$ cat src/rtl/wb_pkg.sv
// Shared types and constants for the MEM/WB write-back slice.
// Write-back source encodings, run-state encoding and fixed ISA widths.
package wb_pkg;

    localparam int unsigned DATA_W = 16;
    localparam int unsigned REG_W  = 3;

    localparam logic [1:0] WB_ALU = 2'b00;
    localparam logic [1:0] WB_MEM = 2'b01;
    localparam logic [1:0] WB_PC  = 2'b10;
    localparam logic [1:0] WB_ILL = 2'b11;

    typedef enum logic {
        ST_RUN    = 1'b0,
        ST_HALTED = 1'b1
    } run_state_e;

endpackage

$ cat src/rtl/writeback_mux.sv
// Combinational write-back source select and register-file write-enable qualification.
// The illegal select falls back to the ALU value but never enables the write.
module writeback_mux
    import wb_pkg::*;
(
    input  logic [DATA_W-1:0] alu_i,
    input  logic [DATA_W-1:0] mem_i,
    input  logic [DATA_W-1:0] pc_i,
    input  logic [1:0]        sel_i,
    input  logic              valid_i,
    input  logic              reg_write_i,
    output logic [DATA_W-1:0] write_data_o,
    output logic              reg_write_o
);

    always_comb begin
        write_data_o = alu_i;
        unique case (sel_i)
            WB_ALU:  write_data_o = alu_i;
            WB_MEM:  write_data_o = mem_i;
            WB_PC:   write_data_o = pc_i;
            WB_ILL:  write_data_o = alu_i;
            default: write_data_o = alu_i;
        endcase
    end

    assign reg_write_o = valid_i & reg_write_i & (sel_i != WB_ILL);

endmodule

$ cat src/rtl/memwb_writeback.sv
// MEM/WB pipeline latch with write-back drive to the register file, halt tracking,
// retired-instruction counting and a sticky illegal-write-back flag.
module memwb_writeback
    import wb_pkg::*;
(
    input  logic              clk,
    input  logic              rst,
    input  logic              valid_in,
    input  logic              stall_in,
    input  logic [DATA_W-1:0] aluResult,
    input  logic [DATA_W-1:0] memReadData,
    input  logic [DATA_W-1:0] pcPlus2,
    input  logic [REG_W-1:0]  destReg,
    input  logic              RegWrite_in,
    input  logic [1:0]        wbSel,
    input  logic              dump_in,
    output logic [DATA_W-1:0] writeData,
    output logic [REG_W-1:0]  writeRegister,
    output logic              RegWrite,
    output logic              valid_out,
    output logic              halt,
    output logic [DATA_W-1:0] retired,
    output logic              err
);

    logic              valid_q, valid_d;
    logic [DATA_W-1:0] aluResult_q, aluResult_d;
    logic [DATA_W-1:0] memReadData_q, memReadData_d;
    logic [DATA_W-1:0] pcPlus2_q, pcPlus2_d;
    logic [REG_W-1:0]  destReg_q, destReg_d;
    logic              RegWrite_q, RegWrite_d;
    logic [1:0]        wbSel_q, wbSel_d;
    logic              dump_q, dump_d;
    logic [DATA_W-1:0] retired_q, retired_d;
    logic              err_q, err_d;
    run_state_e        state_q, state_d;
    logic              halting;

    // The HALT retiring this cycle also squashes whatever would be captured behind it,
    // so valid_q stays 0 for the whole HALTED period.
    assign halting = (state_q == ST_HALTED) | (valid_q & dump_q);

    always_comb begin
        valid_d       = 1'b0;
        aluResult_d   = aluResult_q;
        memReadData_d = memReadData_q;
        pcPlus2_d     = pcPlus2_q;
        destReg_d     = destReg_q;
        RegWrite_d    = RegWrite_q;
        wbSel_d       = wbSel_q;
        dump_d        = dump_q;
        if (!halting && !stall_in) begin
            valid_d       = valid_in;
            aluResult_d   = aluResult;
            memReadData_d = memReadData;
            pcPlus2_d     = pcPlus2;
            destReg_d     = destReg;
            RegWrite_d    = RegWrite_in;
            wbSel_d       = wbSel;
            dump_d        = dump_in;
        end
    end

    always_comb begin
        retired_d = retired_q + {{(DATA_W-1){1'b0}}, valid_q};
        err_d     = err_q | (valid_q & RegWrite_q & (wbSel_q == WB_ILL));
    end

    always_ff @(posedge clk) begin
        if (rst) begin
            valid_q       <= 1'b0;
            aluResult_q   <= '0;
            memReadData_q <= '0;
            pcPlus2_q     <= '0;
            destReg_q     <= '0;
            RegWrite_q    <= 1'b0;
            wbSel_q       <= WB_ALU;
            dump_q        <= 1'b0;
            retired_q     <= '0;
            err_q         <= 1'b0;
        end else begin
            valid_q       <= valid_d;
            aluResult_q   <= aluResult_d;
            memReadData_q <= memReadData_d;
            pcPlus2_q     <= pcPlus2_d;
            destReg_q     <= destReg_d;
            RegWrite_q    <= RegWrite_d;
            wbSel_q       <= wbSel_d;
            dump_q        <= dump_d;
            retired_q     <= retired_d;
            err_q         <= err_d;
        end
    end

    always_ff @(posedge clk) begin
        if (rst) begin
            state_q <= ST_RUN;
        end else begin
            state_q <= state_d;
        end
    end

    always_comb begin
        state_d = state_q;
        unique case (state_q)
            ST_RUN:    if (valid_q && dump_q) state_d = ST_HALTED;
            ST_HALTED: state_d = ST_HALTED;
            default:   state_d = ST_RUN;
        endcase
    end

    always_comb begin
        halt = (state_q == ST_HALTED);
    end

    writeback_mux u_writeback_mux (
        .alu_i        (aluResult_q),
        .mem_i        (memReadData_q),
        .pc_i         (pcPlus2_q),
        .sel_i        (wbSel_q),
        .valid_i      (valid_q),
        .reg_write_i  (RegWrite_q),
        .write_data_o (writeData),
        .reg_write_o  (RegWrite)
    );

    assign writeRegister = destReg_q;
    assign valid_out     = valid_q;
    assign retired       = retired_q;
    assign err           = err_q;

endmodule
$ cat config.mk
export PLATFORM = sky130hd
export DESIGN_NAME = memwb_writeback
export DESIGN_NICKNAME = d
export VERILOG_FILES = /design/src/rtl/wb_pkg.sv /design/src/rtl/writeback_mux.sv /design/src/rtl/memwb_writeback.sv
export SDC_FILE = /design/constraint.sdc
export NUM_CORES = 1
export LEC_CHECK = 0
export ABC_CLOCK_PERIOD_IN_PS = 1900
export CORE_MARGIN = 10
export CORE_UTILIZATION = 48
export CTS_BUF_LIST = sky130_fd_sc_hd__clkbuf_4 sky130_fd_sc_hd__clkbuf_8
export DETAILED_ROUTE_END_ITERATION = 6
export PLACE_DENSITY = 0.83
export SLEW_MARGIN = 20
export SYNTH_ARGS = -nofsm -noshare
export SYNTH_HDL_FRONTEND = slang
export SYNTH_SLANG_ARGS = --single-unit
export TNS_END_PERCENT = 1
$ cat constraint.sdc
create_clock -name clk -period 1.9 [get_ports clk]
set_input_delay 0.38 -clock clk [delete_from_list [all_inputs] [get_ports clk]]
set_output_delay 0.38 -clock clk [all_outputs]
set_load 0.02 [all_outputs]
==> flow_metrics.py <==
metrics = {
    "outcome": {
        "status": "finished, final reports clean",
    },
    "grt": {
        "antenna_found_initial": 0,
        "use_met1_pct": 18.3,
        "overflow": 0,
        "track_usage_pct": 16.2,
        "grt_use_met2_pct": 28.1,
        "grt_pass1_wl_um": 13500,
        "grt_busiest_layer": "met2",
        "grt_pass1_vias": 2854,
        "grt_max_degree": 74,
        "gr-usage-met3_pct": 3.64,
    },
    "setup_path": {
        "cp_data_required_time_ps": 1520,
        "startpoint_type": "flop",
        "critPathMaxStageDelay_ps": 340,
        "worstSetupEndpointType": "output pin",
        "crit_slowest_cell": "dfxtp_2",
        "cp_top_family": "flip-flops",
        "crit_type": "reg2out",
        "cp_max_fo": 7,
        "crit_buf_inv": 3,
        "crit_arrival_ps": 1510,
        "path_cells": "inv_2, ha_4, buf_6, a22oi_2, o21ai_1, buf_4",
    },
    "floorplan": {
        "initial_core_util_pct": 48.9,
        "io_pins": 98,
        "core_area_um2": 6280,
        "fp.dieH_um": 99.9,
        "dieArea_um2": 9990,
        "dieWidth_um": 99.9,
        "rows": 29,
    },
    "yosys": {
        "synth_top_area_cell": "dfxtp_1",
        "synthesis.nets": 455,
        "synthCells": 390,
        "syn-cell-area_um2": 3070,
        "avgSynthCellArea_um2": 7.87,
        "ys_warn_count": 0,
        "synth_top_area_share_pct": 48.3,
        "synth_seq_cells": 74,
        "synth_seq_area_share_pct": 48.3,
        "ys_types": 28,
        "synthTopCellsByArea": "dfxtp_1, nand2_1, a21oi_1, a22oi_1, xnor2_1",
    },
    "power": {
        "total_leakage_power_nw": 1.72,
        "p_int_w": 0.00265,
        "clkPwrFrac_pct": 37.9,
        "pwr-share-seq_pct": 47.1,
        "max-vdd-ir-drop_mv": 0.648,
        "power.switching_w": 0.000891,
        "swShare_pct": 25.1,
        "p_per_area_nw_per_um2": 794,
        "combPwrFrac_pct": 15.0,
    },
    "drt": {
        "first_pass_iters": 4,
        "routed_wl_um": 8780,
        "drc": 0,
        "ant_nets": 0,
        "drt-initial-drc-count": 177,
        "avgRoutedWirePerCell_um": 15.5,
        "via_per_inst": 5.30,
        "num_vias": 2997,
    },
    "timing": {
        "finalClockSkew_ps": 6.24,
        "fin_crit_ps": 1890,
        "max-slew-margin-rel_pct": 78.5,
        "rsz0062_at_grt": "yes",
        "maxSlewViolCount": 0,
        "timing.final.crit_share_pct": 99.4,
        "tightest_slew_ps": 322,
        "fmax_mhz": 529,
        "hold_viol_final": 0,
        "whs_ps": 418,
        "setup_viol": 0,
    },
    "cts": {
        "cts_sinks": 74,
        "cts-root-buf": "clkbuf_8",
        "htree_num_levels": 3,
        "cts_setup_buffers": 0,
        "clkTransAtPathRegs_ps": 80,
        "cts_buffers": 9,
        "cts_tree": "yes",
        "clk_path_buf_depth": 2,
        "clock_latency_ps": 340,
    },
    "finish": {
        "nets": 549,
        "fillers": 488,
        "final_cells": 566,
        "num_antenna_cells": 0,
        "utilization_pct": 71.1,
        "area_growth_pct": 45.6,
        "drive_gt1_share_pct": 15.3,
    },
    "flow_run": {
        "maxCapViolCount": 0,
    },
    "hold_path": {
        "hp-class": "in2reg",
    },
    "place": {
        "dp_cells": 550,
        "dp_hpwl_um": 6100,
        "numPortBuffers": 97,
        "globalplace.congestion": 0.849,
    },
}
## state kept, by name, summed over array words and instances (netlist names)
| signal | flops |
|---|---|
| err | 1 |
| aluResult_q | 16 |
| valid_out | 1 |
| retired | 16 |
| writeRegister | 3 |
| pcPlus2_q | 16 |
| RegWrite_q | 1 |
| memReadData_q | 16 |
| dump_q | 1 |
| halt | 1 |
| wbSel_q | 2 |
## what timing repair did
item,4_1_cts,5_1_grt
gates cloned,0,0
hold buffers,0,0
pin swaps,0,3
endpoints found under the setup margin,17,20
gates resized for setup,84,38
## final cells by class
type / instances / area [um^2] / share of cell area, %
Clock buffer: 10 / 131 / 2.94
Clock inverter: 6 / 90.1 / 2.02
Inverter: 4 / 15.0 / 0.336
Multi-Input combinational cell: 285 / 1550 / 34.7
Sequential cell: 74 / 1480 / 33.2
Tap cell: 77 / 96.3 / 2.16
Timing Repair Buffer: 110 / 1100 / 24.7
## worst paths after layout
| path | startpoint | end | slack, ps | cells past startpoint |
|---|---|---|---|---|
| max reg2reg | valid_out | retired[14] | 140 | 6 |
| max | wbSel_q[0] | writeData[14] | 10 | 6 |
| min reg2reg | aluResult_q[4] | aluResult_q[4] | 460 | 2 |
| min | rst | retired[15] | 420 | 3 |
## worst reg2reg max path: stages (launching register included)
cell	delay, ps
dfxtp_1	450
ha_1	250
ha_1	240
nand4_2	200
nor4_2	300
xnor2_1	150
nor2_1	50
## Yosys cell counts (all sizes together)
cell type and instances:
nand2b 1, a21oi 58, nand4 3, clkbuf 15, a31oi 1, mux2 1, or3 2, nand2 132
nor3b 1, ha 6, o21ai 18, nor4 3, nand3 6, nor2 17, nor3 5, xnor2 9
a22oi 16, buf 12, nor2b 4, xor2 2, inv 4, dfxtp 74
## power by group through the flow
stage               clock [W]  combinational, W  sequential [W]
floorplan                   0          0.000240         0.00169
global placement            0          0.000503         0.00169
detailed placement          0          0.000510         0.00170
CTS                   0.00137          0.000498         0.00166
global route          0.00142          0.000578         0.00168
finish                0.00134          0.000533         0.00167
## layout by cell type, fill, tap and decap left out, types with 3 or more instances in the layout
master / count
a22oi_2: 11
clkdlybuf4s50_1: 77
o21ai_1: 13
nor4_2: 3
nand2_1: 132
inv_1: 3
nor2b_1: 3
buf_4: 20
dfxtp_1: 72
a22oi_1: 5
nor3_1: 4
o21ai_2: 3
nor2_1: 17
nand3_1: 5
ha_1: 4
a21oi_1: 58
buf_12: 4
buf_6: 4
xnor2_1: 9
clkbuf_8: 9
## cells by family (layout without fill, tap and decap cells)
logic type	after synthesis	after routing	synth area share, %
simple gates	174	174	24.4
mux	1	1	0.489
buf+inv	31	130	4.73
xor+xnor	11	11	3.14
flops	74	74	48.3
compound gates	93	93	16.5
fa+ha+maj	6	6	2.45
## layer usage
layer	wire length, um	vias up
met4	225	0
met5	0	-
met1	3520	1402
met2	4500	96
met3	530	17
li1	-	1482
## metrics by stage
| stage | setup TNS (ps) | worst slack, ps | total power [W] | instance area (um^2) |
|---|---|---|---|---|
| after global placement | -1720 | -128 | 0.00220 | 4160 |
| after CTS | -286 | -147 | 0.00353 | 4340 |
| after floorplan | -591 | -65.7 | 0.00193 | 3070 |
| after global routing | -282 | -56.8 | 0.00368 | 4470 |
| after detailed placement | -2150 | -168 | 0.00221 | 4160 |
| final | 0 | 11.4 | 0.00354 | 4470 |
Power figures use the tool's default switching activity.
